**src/rtl/overdrive_ctrl.sv**
```systemverilog
// ---------------------------------------------------------------------------
// overdrive_ctrl
//   Sequencer in front of the overdrive datapath. Each accepted sample is
//   registered into the overdrive input together with the applied gain. The
//   gain slews one STEP per accepted sample toward an effective target, so
//   gain target changes never produce zipper noise. A bypass FSM fades the
//   gain back to unity before it switches the output to the dry signal. The
//   overdrive result is captured into a registered, valid-qualified output
//   stream.
//
// Ports
//   clk              in   1       system clock
//   rst_n            in   1       synchronous reset, active low
//   sample_valid     in   1       strobe: sample_in accepted this cycle
//   sample_in        in   16      signed PCM sample
//   gain_target      in   GAIN_W  requested drive gain (control)
//   bypass_req       in   1       level: 1 = bypass the effect
//   od_signal_in     out  16      registered sample to the overdrive
//   od_gain          out  GAIN_W  registered applied gain to the overdrive
//   od_signal_out    in   32      overdrive result (combinational, signed)
//   sample_out       out  32      processed or dry sample
//   sample_out_valid out  1       strobe qualifying sample_out
//   ramping          out  1       applied gain differs from effective target
//   bypassed         out  1       FSM is in BYPASS
// ---------------------------------------------------------------------------
module overdrive_ctrl #(
   parameter int GAIN_W    = 16,
   parameter int GAIN_FRAC = 4,
   parameter int STEP      = 1
) (
   input  logic              clk,
   input  logic              rst_n,
   input  logic              sample_valid,
   input  logic [15:0]       sample_in,
   input  logic [GAIN_W-1:0] gain_target,
   input  logic              bypass_req,
   output logic [15:0]       od_signal_in,
   output logic [GAIN_W-1:0] od_gain,
   input  logic [31:0]       od_signal_out,
   output logic [31:0]       sample_out,
   output logic              sample_out_valid,
   output logic              ramping,
   output logic              bypassed
);

   localparam logic [GAIN_W-1:0] UNITY  = {{(GAIN_W-1){1'b0}}, 1'b1} << GAIN_FRAC;
   localparam logic [GAIN_W:0]   STEP_X = (GAIN_W+1)'(STEP);

   typedef enum logic [1:0] {
      ST_ACTIVE = 2'd0,
      ST_FADE   = 2'd1,
      ST_BYPASS = 2'd2
   } state_t;

   state_t            state;
   logic [GAIN_W-1:0] target;
   logic [GAIN_W-1:0] gain_next;
   logic [GAIN_W:0]   gain_up;
   logic [GAIN_W:0]   gain_dn;
   logic              s1_valid;
   logic              s1_byp;

   // Effective gain target: the requested gain only while ACTIVE, unity otherwise.
   always_comb begin
      case (state)
         ST_ACTIVE: target = gain_target;
         ST_FADE:   target = UNITY;
         ST_BYPASS: target = UNITY;
         default:   target = UNITY;
      endcase
   end

   // One-step slew toward the target, one bit wider so it clamps instead of wrapping.
   always_comb begin
      gain_up = {1'b0, od_gain} + STEP_X;
      gain_dn = {1'b0, od_gain} - STEP_X;
      if (od_gain < target) begin
         if (gain_up >= {1'b0, target}) begin
            gain_next = target;
         end else begin
            gain_next = gain_up[GAIN_W-1:0];
         end
      end else if (od_gain > target) begin
         // MSB set means the subtraction went below zero
         if (gain_dn[GAIN_W] || (gain_dn <= {1'b0, target})) begin
            gain_next = target;
         end else begin
            gain_next = gain_dn[GAIN_W-1:0];
         end
      end else begin
         gain_next = od_gain;
      end
   end

   // Bypass FSM, gain/sample input stage and output capture stage.
   always_ff @(posedge clk) begin
      if (!rst_n) begin
         state            <= ST_ACTIVE;
         od_gain          <= UNITY;
         od_signal_in     <= 16'h0000;
         s1_valid         <= 1'b0;
         s1_byp           <= 1'b0;
         sample_out       <= 32'h0000_0000;
         sample_out_valid <= 1'b0;
      end else begin
         if (sample_valid) begin
            od_signal_in <= sample_in;
            od_gain      <= gain_next;
            // the sample that enters BYPASS is still processed; dry starts next accept
            s1_byp       <= (state == ST_BYPASS);
            case (state)
               ST_ACTIVE: begin
                  if (bypass_req) state <= ST_FADE;
                  else            state <= ST_ACTIVE;
               end
               ST_FADE: begin
                  if (!bypass_req)              state <= ST_ACTIVE;
                  else if (gain_next == UNITY)  state <= ST_BYPASS;
                  else                          state <= ST_FADE;
               end
               ST_BYPASS: begin
                  if (!bypass_req) state <= ST_ACTIVE;
                  else             state <= ST_BYPASS;
               end
               default: state <= ST_ACTIVE;
            endcase
         end else begin
            od_signal_in <= od_signal_in;
            od_gain      <= od_gain;
            s1_byp       <= s1_byp;
            state        <= state;
         end

         s1_valid         <= sample_valid;
         sample_out_valid <= s1_valid;
         if (s1_valid) begin
            sample_out <= s1_byp ? {{16{od_signal_in[15]}}, od_signal_in} : od_signal_out;
         end else begin
            sample_out <= sample_out;
         end
      end
   end

   assign ramping  = (state != ST_BYPASS) && (od_gain != target);
   assign bypassed = (state == ST_BYPASS);

endmodule
```
**config.mk**
```make
export PLATFORM = sky130hd
export DESIGN_NAME = overdrive_ctrl
export DESIGN_NICKNAME = d
export VERILOG_FILES = /design/src/rtl/overdrive_ctrl.sv
export SDC_FILE = /design/constraint.sdc
export NUM_CORES = 1
export LEC_CHECK = 0
export ABC_AREA = 1
export ABC_CLOCK_PERIOD_IN_PS = 9800
export CORE_MARGIN = 8
export CORE_UTILIZATION = 40
export DETAILED_ROUTE_END_ITERATION = 16
export GPL_TIMING_DRIVEN = 0
export PLACE_DENSITY = 0.67
export SETUP_SLACK_MARGIN = 0.1
export SYNTH_ARGS = -nofsm -noshare
export SYNTH_HDL_FRONTEND = slang
export SYNTH_SLANG_ARGS = --single-unit
```
**constraint.sdc**
```tcl
create_clock -name clk -period 9.8 [get_ports clk]
set_clock_uncertainty 0.2 [all_clocks]
set_input_delay 1.47 -clock clk [delete_from_list [all_inputs] [get_ports clk]]
set_output_delay 1.47 -clock clk [all_outputs]
set_load 0.01 [all_outputs]
```
==> key figures, run 1 <==
Finish
  – Most frequent cells in the layout: 170 x nand2_1, 132 x clkdlybuf4s50_1, 105 x nor2_1
  – Commonest non-fill, non-tap cell in the layout: nand2_1
  – Share of layout cells above drive strength 1: 0.0560
  – Ant diodes: 0
  – NumNets Final: 1112
  – Area Growth Syn to Fin: 34.0%

Floorplan
  – IO Pins: 135
  – Die H: 133 um
  – Die area: 17700 sq um
  – Row cnt: 42
  – Core box area: 13300 sq um
  – Initial core utilization: 0.412
  – Die Width: 133 um

Min path
  – Hold path startpoint: state[0]
  – Hold depth: 2
  – Worst Hold Class: register to register
  – Hold Crit Endpoint: state[0]

Placed design
  – Routability cong.: 0.937
  – Number of port buffers: 132
  – Dpl hpwl: 15.8 mm

Timing
  – Endpoints failing hold: 0
  – Setup TNS: 0 ps
  – Slew @ Worst Pin: 719 ps
  – Slew headroom: 0.521
  – Final setup violation count: 0
  – Final period util: 0.568
  – Hold_ws: 312 ps
  – Fmax: 180 MHz
  – Slew Viols, Final: 0
  – Minimum clock period: 5570 ps
  – Unrepaired setup endpoints after global routing: no

Setup path
  – Reg2reg end: state[0]
  – Worst EP required: 8130 ps
  – Crit. End Element: output port
  – Arr. time, crit path: 3900 ps
  – Crit Path Class: input pin to output port
  – Crit start category: input pin
  – Reg-to-reg slack, setup: 5260 ps
  – R2R depth: 20
  – Critical R2R Launch: od_gain[0]
  – Max FO, Critical Path: 5

Clock tree
  – Setup bufs post-CTS: 0
  – Clock transition at path regs: 60 ps
  – CTS H-tree depth: 3
  – Clock latency on the worst-skew pair: 330 ps
  – Root Buffer: clkbuf_16
  – Clock sinks: 69
  – Cts hold-fix bufs: 0
  – CTS tree: built
  – Clk buf depth: 2
  – Num CTS Buffers: 9
  – Post-CTS sizing: 0

Detailed routing
  – Drt total wl: 19.6 mm
  – DR WL/cell: 16.7 um
  – Vias per inst: 5.14
  – Vias: 6040
  – Detailed Route Iter0 Violations: 399
  – Residual DRC count: 0
  – Drt pass-1 iters: 5
  – ANT nets after route: 0

GRT
  – Vias in the first global route: 5928
  – First-pass GRT wire length: 31.3 mm
  – Overflow after GRT: 0
  – Initial antenna violation count: 0
  – Largest net degree at the start of global routing: 14
  – Total track usage: 0.218

Logic synthesis
  – Ranking of synthesized cells by area: dfxtp_1 25%, nand2_1 12%, ha_1 11%
  – Top FF cell, synth: dfxtp_1
  – Sequential-to-total area share from yosys stat: 0.252
  – Post-synth EDFFs: 0
  – Yosys top cell area share: 0.252
  – Synth Net Count: 969
  – Yosys reg bits: 69
  – Synth async-reset ratio: 0
  – Synth area leader: dfxtp_1
  – Ys Warns: 0
  – Mean Syn Cell Area: 6.43 sq um
  – Synthesized area: 5480 sq um
  – Post-Syn Instances: 852
  – Distinct cells, synth: 42

Power and ir drop
  – Switching fraction of total power: 0.380
  – Sequential Power Share: 0.281
  – Sw Pwr: 451 uW
  – Peak VDD IR: 0.108 mV
  – Power per cell area: 161 nW/um^2
  – Clock share of power: 0.295
  – P_leak: 3.55 nW
  – Internal power: 734 uW
  – Comb power frac: 0.425

Job
  – Max Cap Viol: 0

Run status
  – Outcome: complete, no violations
==> layout make-up <==
class / instances / area [sq um]
fill: 1343 / 5960
clock buffer: 9 / 225
clock inverter: 7 / 97.6
timing repair buffer: 132 / 1320
sequential: 69 / 1380
tap: 176 / 220
buffer: 42 / 244
multi-input combinational: 635 / 3450
inverter: 106 / 398
==> flip-flops by register name, summed over array words and instances, names as in the netlist <==
register          count
sample_out_valid      1
od_gain              16
state                 2
od_signal_in         16
s1_valid              1
s1_byp                1
sample_out           32
==> worst max-delay path by stage <==
stage / start / endpoint / slack, ps / cells past startpoint
floorplan: gain_target[4] / ramping / 5680 / 7
global placement: gain_target[15] / ramping / 4300 / 9
detailed placement: gain_target[15] / ramping / 4310 / 9
CTS: gain_target[15] / ramping / 4300 / 9
global route: gain_target[13] / ramping / 4150 / 9
finish: gain_target[13] / ramping / 4230 / 9
==> synthesized netlist by cell type (2+ instances only) <==
cell type and count:
a21boi_0 5, a21oi_1 87, a31oi_1 3, buf_1 2
buf_2 7, buf_4 4, buf_6 4, clkbuf_1 22
dfxtp_1 69, ha_1 49, inv_1 100, inv_2 5
nand2_1 170, nand2_2 2, nand3_1 45, nand3_2 3
nand3_4 2, nand4_1 28, nor2_1 105, nor2_2 4
nor2_4 2, nor3_1 15, nor4_1 2, o211ai_1 3
o21ai_0 75, o21bai_1 2, xor2_1 22
==> per-stage QoR <==
stage          utilization  setup slack [ps]  total power [mW]  std cells  area, sq um
4_1_cts              0.552              4300              1.19       1176         7340
3_5_place_dp         0.528              4310             0.834       1160         7020
2_1_floorplan            -              5680             0.656        852         5480
3_3_place_gp         0.528              4300             0.833       1160         7020
5_1_grt              0.552              4150              1.27       1176         7340
6_report             0.552              4230              1.18       1176         7340
==> power groups by stage <==
stage | sequential, mW | combinational (mW) | clock, mW
5_1_grt | 0.336 | 0.563 | 0.368
2_1_floorplan | 0.341 | 0.315 | 0
4_1_cts | 0.332 | 0.501 | 0.357
3_3_place_gp | 0.338 | 0.495 | 0
6_report | 0.332 | 0.503 | 0.349
3_5_place_dp | 0.337 | 0.497 | 0
==> per-layer routing <==
metal / GRT usage / wire [um] / up-vias
li1: - / - / 3084
met1: 0.273 / 8680 / 2739
met2: 0.352 / 8830 / 198
met3: 0.0704 / 1870 / 19
met4: 0.0549 / 226 / 0
met5: 0 / 0 / -
==> worst max-delay path, cell delays in order <==
cell and delay, ps:
clkdlybuf4s50_1 460, nand2_1 180, ha_1 400, nand2_1 50, nor2_1 190, nand2_1 170
nor3_1 370, nor2_1 90, clkdlybuf4s50_1 510
==> cells by family (layout without fill, tap and decap cells) <==
logic type / Yosys count / in the layout / share of synthesized area
xor+xnor: 23 / 23 / 0.0368
fa+ha+maj: 49 / 49 / 0.112
compound gates: 182 / 182 / 0.177
simple gates: 381 / 381 / 0.305
buf+inv: 148 / 296 / 0.117
flops: 69 / 69 / 0.252
Note: power is estimated with default switching activity, not from simulation.
==> run 2, diff against run 1 <==
--- a/config.mk
+++ b/config.mk
@@ -6,12 +6,12 @@
 export NUM_CORES = 1
 export LEC_CHECK = 0
 export ABC_AREA = 1
-export ABC_CLOCK_PERIOD_IN_PS = 9800
+export ABC_CLOCK_PERIOD_IN_PS = 4800
 export CORE_MARGIN = 8
 export CORE_UTILIZATION = 40
 export DETAILED_ROUTE_END_ITERATION = 16
 export GPL_TIMING_DRIVEN = 0
-export PLACE_DENSITY = 0.67
+export PLACE_DENSITY = 0.7
 export SETUP_SLACK_MARGIN = 0.1
 export SYNTH_ARGS = -nofsm -noshare
 export SYNTH_HDL_FRONTEND = slang
==> constraint.sdc (replaced) <==
create_clock -name clk -period 4.8 [get_ports clk]
set_clock_uncertainty 0.2 [all_clocks]
set_input_delay 0.72 -clock clk [delete_from_list [all_inputs] [get_ports clk]]
set_output_delay 0.72 -clock clk [all_outputs]
set_load 0.01 [all_outputs]
==> run 2 against run 1 <==
  * Worst setup slack got worse by 3800 ps
  * Non-clock buffer count unchanged
  * Clock-buffer cell count increased by 2
  * Sequential power is 100% higher
  * Critical endpoint is now state[0]
  * Clock power increased by 120%
  * Sequential share of layout area down 0.093 points
  * First-iteration DRC count increased by 4.8%
  * Sequential cell count stayed put
  * Global-route usage about the same
  * Critical path depth rose by 15
  * Largest power group unchanged
  * Worst hold slack better by 13 ps
  * Wire length down 1.3%
==> key figures, run 2 (synthesized netlist as in run 1, its figures left out) <==
Detailed routing
  – DR WL/cell: 16.5 um (was 16.7 um)
  – Vias per inst: 5.13 (was 5.14)
  – Vias: 6037 (was 6040)
  – Drt total wl: 19.4 mm (was 19.6 mm)
  – Drt pass-1 iters: 5 (unchanged)
  – ANT nets after route: 0 (unchanged)
  – Detailed Route Iter0 Violations: 418 (was 399)
  – Residual DRC count: 0 (unchanged)

Power and ir drop
  – Power per cell area: 336 nW/um^2 (was 161 nW/um^2)
  – Switching fraction of total power: 0.370 (was 0.380)
  – Peak VDD IR: 0.268 mV (was 0.108 mV)
  – Sequential Power Share: 0.273 (was 0.281)
  – Clock share of power: 0.311 (was 0.295)
  – Sw Pwr: 917 uW (was 451 uW)
  – P_leak: 3.58 nW (was 3.55 nW)
  – Comb power frac: 0.416 (was 0.425)
  – Internal power: 1.56 mW (was 734 uW)

Clock tree
  – Clock sinks: 69 (unchanged)
  – Setup bufs post-CTS: 0 (unchanged)
  – Num CTS Buffers: 9 (unchanged)
  – Clock latency on the worst-skew pair: 330 ps (about the same)
  – Post-CTS sizing: 0 (unchanged)
  – Clock transition at path regs: 60 ps (about the same)
  – Clk buf depth: 2 (unchanged)
  – CTS H-tree depth: 3 (unchanged)
  – CTS tree: built (unchanged)
  – Cts hold-fix bufs: 0 (unchanged)
  – Root Buffer: clkbuf_16 (unchanged)

Setup path
  – Crit. End Element: register (was output port)
  – Arr. time, crit path: 4340 ps (was 3900 ps)
  – Worst EP required: 4800 ps (was 8130 ps)
  – Max FO, Critical Path: 10 (was 5)
  – Crit Path Class: register to register (was input pin to output port)
  – Crit start category: register (was input pin)

Finish
  – Max FFs per register: 32 (unchanged)
  – Biggest regs: sample_out x32, od_gain x16, od_signal_in x16 (unchanged)
  – Biggest register: sample_out (unchanged)
  – Commonest non-fill, non-tap cell in the layout: nand2_1 (unchanged)
  – # fillers: 1349 (was 1343)
  – NumNets Final: 1112 (unchanged)
  – Most frequent cells in the layout: 170 x nand2_1, 132 x clkdlybuf4s50_1, 104 x nor2_1 (was 170 x nand2_1, 132 x clkdlybuf4s50_1, 105 x nor2_1)
  – Area Growth Syn to Fin: 34.7% (was 34.0%)
  – Ant diodes: 0 (unchanged)
  – Share of layout cells above drive strength 1: 0.0580 (was 0.0560)
  – Final Util: 0.555 (was 0.552)

Run status
  – Outcome: complete, no violations (unchanged)

Floorplan
  – Die area: 17700 sq um (unchanged)
  – Row cnt: 42 (unchanged)
  – IO Pins: 135 (unchanged)
  – Initial core utilization: 0.412 (unchanged)
  – Die Width: 133 um (unchanged)
  – Core box area: 13300 sq um (unchanged)
  – Die H: 133 um (unchanged)

GRT
  – Largest net degree at the start of global routing: 13 (was 14)
  – Initial antenna violation count: 0 (unchanged)
  – Total track usage: 0.218 (about the same)
  – Vias in the first global route: 5969 (was 5928)
  – Overflow after GRT: 0 (unchanged)
  – First-pass GRT wire length: 31.3 mm (about the same)

Timing
  – Slew Viols, Final: 0 (unchanged)
  – Slew headroom: 0.531 (was 0.521)
  – Fmax: 230 MHz
  – Setup TNS: 0 ps (unchanged)
  – Final setup violation count: 0 (unchanged)
  – Final period util: 0.905
  – Unrepaired setup endpoints after global routing: no (unchanged)
  – Minimum clock period: 4340 ps
  – Slew @ Worst Pin: 704 ps (was 719 ps)
  – Endpoints failing hold: 0 (unchanged)

Placed design
  – Routability cong.: 0.945 (was 0.937)
  – Dpl hpwl: 15.5 mm (was 15.8 mm)
  – Number of port buffers: 132 (unchanged)

Min path
  – Worst Hold Class: register to register (unchanged)

Job
  – Max Cap Viol: 0 (unchanged)
## run 2: layout make-up
type	instances	area [sq um]	area share
plain buffers	42	245	0.0332
well taps	176	220	0.0299
clock inverters	5	108	0.0146
flip-flops and latches	69	1380	0.187
repair buffers	132	1320	0.179
multi-input cells	635	3460	0.469
inverters	106	398	0.0539
clock buffers	11	243	0.0329
## run 2: power by group through the flow
stage	Sequential (mW)	Combinational (mW)	Clock (mW)
6_report	0.678	1.03	0.772
5_1_grt	0.685	1.16	0.810
4_1_cts	0.677	1.02	0.785
3_5_place_dp	0.689	1.01	0
3_3_place_gp	0.688	1.01	0
2_1_floorplan	0.697	0.643	0
## run 2: per-layer routing
layer / GRT usage / vias to the layer above / part of all wire
li1: - / 3083 / -
met1: 0.271 / 2697 / 0.43
met2: 0.337 / 236 / 0.44
met3: 0.0840 / 21 / 0.11
met4: 0.0700 / 0 / 0.017
met5: 0 / - / 0
## run 2: critical path, stage by stage, from the launching register on
cell and delay (ps):
dfxtp_1 540, ha_1 260, nand3_2 130, nor2_2 200, nand2_1 120, nor2_1 200
xor2_1 240, inv_1 80, ha_1 330, nand2_1 80, nor3_1 230, inv_1 80
nor2_1 140, nand3_2 220, nand3_4 210, buf_6 160, nand2_1 60, nand3_1 100
nand2_1 80, inv_1 60, nand2_1 40, nor2_1 210, nand3_1 100, nand2_1 80
a21oi_2 50
## run 2: final timing paths
path / from / endpoint / slack [ps] / depth (start not counted)
setup / recovery: od_gain[0] / state[0] / 460 / 24
hold / removal: sample_out[28] / sample_out[28] / 320 / 2
hold reg to reg: sample_out[28] / sample_out[28] / 320 / 2
setup reg to reg: od_gain[0] / state[0] / 460 / 24
## run 2: through the flow
step / setup slack [ps] / cells / hold WS [ps] / total power, mW / area, sq um
2_1_floorplan: 1280 / 852 / 283 / 1.34 / 5480
6_report: 457 / 1176 / 325 / 2.48 / 7380
4_1_cts: 165 / 1176 / 327 / 2.48 / 7370
5_1_grt: 124 / 1176 / 349 / 2.65 / 7380
3_5_place_dp: 365 / 1160 / 310 / 1.70 / 7020
3_3_place_gp: 384 / 1160 / 304 / 1.69 / 7020
==> run 3, diff against run 2 <==
--- a/config.mk
+++ b/config.mk
@@ -8,11 +8,11 @@
 export ABC_AREA = 1
 export ABC_CLOCK_PERIOD_IN_PS = 4800
 export CORE_MARGIN = 8
-export CORE_UTILIZATION = 40
+export CORE_UTILIZATION = 35
 export DETAILED_ROUTE_END_ITERATION = 16
 export GPL_TIMING_DRIVEN = 0
-export PLACE_DENSITY = 0.7
 export SETUP_SLACK_MARGIN = 0.1
+export SLEW_MARGIN = 0
 export SYNTH_ARGS = -nofsm -noshare
 export SYNTH_HDL_FRONTEND = slang
 export SYNTH_SLANG_ARGS = --single-unit
==> run 3 against run 2 <==
  * Via count is 1.5% lower
  * Global-route usage is 1.6 points lower
  * First-iteration DRC count is 14% lower
  * Worst setup slack better by 33 ps
  * Utilization is 7.3 points lower
  * Register-to-register slack better by 30 ps
  * Sequential cell count stayed put
  * Maximum frequency is 0.77% higher
  * Non-clock buffer count stayed put
  * Sequential power hardly changed
  * Critical path type unchanged
  * Largest power group unchanged
==> key figures, run 3 (synthesized netlist as in run 1, its figures left out) <==
Run status
  – Outcome: complete, no violations (unchanged)

Finish
  – Biggest regs: sample_out x32, od_gain x16, od_signal_in x16 (unchanged)
  – Footprint of the multi-input gates: 3460 sq um (about the same)
  – # fillers: 1619 (was 1349)
  – Max FFs per register: 32 (unchanged)
  – Area Growth Syn to Fin: 34.2% (was 34.7%)
  – Ant diodes: 0 (unchanged)
  – NumNets Final: 1112 (unchanged)
  – Most frequent cells in the layout: 169 x nand2_1, 132 x clkdlybuf4s50_1, 104 x nor2_1 (was 170 x nand2_1, 132 x clkdlybuf4s50_1, 104 x nor2_1)
  – Final Util: 0.481 (was 0.555)
  – Biggest register: sample_out (unchanged)
  – Non-Filler Instances: 1211 (was 1176)
  – Share of layout cells above drive strength 1: 0.0600 (was 0.0580)
  – Seq. cell area: 1380 sq um (about the same)
  – Commonest non-fill, non-tap cell in the layout: nand2_1 (unchanged)

Power and ir drop
  – Peak VDD IR: 0.202 mV (was 0.268 mV)
  – P_leak: 3.54 nW (was 3.58 nW)
  – Power per cell area: 316 nW/um^2 (was 336 nW/um^2)

Detailed routing
  – Vias: 5948 (was 6037)
  – Vias per inst: 4.91 (was 5.13)
  – Drt pass-1 iters: 5 (unchanged)
  – Drt total wl: 20.1 mm (was 19.4 mm)
  – ANT nets after route: 0 (unchanged)
  – Residual DRC count: 0 (unchanged)
  – Detailed Route Iter0 Violations: 361 (was 418)
  – DR WL/cell: 16.6 um (was 16.5 um)

Setup path
  – Crit start category: register (unchanged)
  – Crit path top cell by count: nand2_1 (unchanged)
  – Crit. End Element: register (unchanged)
  – Arr. time, crit path: 4310 ps (was 4340 ps)
  – CP max-delay cell: dfxtp_2 (was dfxtp_1)
  – Worst EP required: 4800 ps (about the same)
  – Worst-path cell chain: ha_1, nand3_2, nor2_2, nand2_1, nor2_1, nand2_1, xor2_1, inv_1, ha_1, nand4_1, nor4_1, nand2_2, nand3_4, buf_6, nand2_1, nand3_1, nand2_1, inv_1, nand2_1, nor2_1, nand3_1, nand2_1, a21oi_2 (was ha_1, nand3_2, nor2_2, nand2_1, nor2_1, xor2_1, inv_1, ha_1, nand2_1, nor3_1, inv_1, nor2_1, nand3_2, nand3_4, buf_6, nand2_1, nand3_1, nand2_1, inv_1, nand2_1, nor2_1, nand3_1, nand2_1, a21oi_2)
  – Worst path bufs/invs: 3 (was 4)
  – Critical R2R Launch: od_gain[0] (unchanged)
  – CP top delay family: simple AND/OR/NAND/NOR gates (unchanged)
  – Crit-path max cell delay: 430 ps (was 540 ps)
  – Max FO, Critical Path: 10 (unchanged)
  – Critical Path Source: od_gain[0] (unchanged)
  – Crit Path Class: register to register (unchanged)

Timing
  – Minimum clock period: 4310 ps (was 4340 ps)
  – Unrepaired setup endpoints after global routing: no (unchanged)
  – Fmax: 232 MHz (was 230 MHz)
  – Final period util: 0.898 (was 0.905)
  – Setup TNS: 0 ps (unchanged)
  – Slew Viols, Final: 0 (unchanged)
  – Final setup violation count: 0 (unchanged)
  – Slew headroom: 0.474 (was 0.531)
  – Slew @ Worst Pin: 789 ps (was 704 ps)
  – Endpoints failing hold: 0 (unchanged)

Floorplan
  – Die area: 19900 sq um (was 17700 sq um)
  – Row cnt: 45 (was 42)
  – Die H: 141 um (was 133 um)
  – Core box area: 15300 sq um (was 13300 sq um)
  – Initial core utilization: 0.359 (was 0.412)
  – IO Pins: 135 (unchanged)
  – Die Width: 141 um (was 133 um)

Clock tree
  – CTS tree: built (unchanged)
  – Clock latency on the worst-skew pair: 330 ps (about the same)
  – Cts hold-fix bufs: 0 (unchanged)
  – Clock sinks: 69 (unchanged)
  – Setup bufs post-CTS: 0 (unchanged)
  – Root Buffer: clkbuf_16 (unchanged)
  – Clk buf depth: 2 (unchanged)
  – Post-CTS sizing: 0 (unchanged)
  – Clock transition at path regs: 60 ps (about the same)
  – Num CTS Buffers: 9 (unchanged)
  – CTS H-tree depth: 3 (unchanged)

GRT
  – Initial antenna violation count: 0 (unchanged)
  – First-pass GRT wire length: 32.1 mm (was 31.3 mm)
  – Overflow after GRT: 0 (unchanged)
  – Vias in the first global route: 5795 (was 5969)
  – Largest net degree at the start of global routing: 13 (unchanged)
  – Total track usage: 0.202 (was 0.218)

Placed design
  – Cells after DPL: 1195 (was 1160)
  – Number of port buffers: 132 (unchanged)
  – Dpl hpwl: 16.2 mm (was 15.5 mm)
  – Routability cong.: 0.934 (was 0.945)

Min path
  – Hold path startpoint: sample_out[14] (was sample_out[28])
  – Worst Hold Class: register to register (unchanged)

Job
  – Max Cap Viol: 0 (unchanged)
-- run 3: layout make-up --
cell class,count,share of cell area
inverter,106,0.0542
multi-input combinational,635,0.471
sequential,69,0.188
clock buffer,10,0.0325
clock inverter,6,0.00528
tap,211,0.0359
buffer,42,0.0334
timing repair buffer,132,0.180
-- run 3: worst paths after layout --
kind,to,slack [ps],depth (start not counted)
worst min-delay path,sample_out[14],330,2
worst min register to register,sample_out[14],330,2
worst max-delay path,state[0],490,23
worst max register to register,state[0],490,23
-- run 3: worst register-to-register path, delay by kind of cell, from the launching register on --
kind	cells	cell delay, ps
xor+xnor	1	320
simple gates	16	2300
buf+inv	3	320
fa+ha+maj	2	560
flops	1	430
compound gates	1	50
-- run 3: layer usage --
layer / vias up / part of all wire / track usage
met5: - / 0 / 0
met4: 0 / 0.0085 / 0.0396
met3: 13 / 0.088 / 0.0675
met2: 190 / 0.44 / 0.321
met1: 2664 / 0.46 / 0.260
li1: 3081 / - / -
-- run 3: per-stage QoR --
stage	setup slack (ps)	power, mW	cell area, sq um	hold WS [ps]
global placement	229	1.71	7060	304
floorplan	1280	1.34	5480	283
detailed placement	280	1.71	7060	312
finish	491	2.32	7350	328
CTS	148	2.34	7340	320
global route	121	2.51	7350	349
-- run 3: report_power, final --
group | leakage, nW | switching (mW) | internal, mW
logic | 2.84 | 0.612 | 0.419
clock network | 0.134 | 0.254 | 0.361
registers | 0.571 | 0.0573 | 0.622
total | 3.54 | 0.923 | 1.40
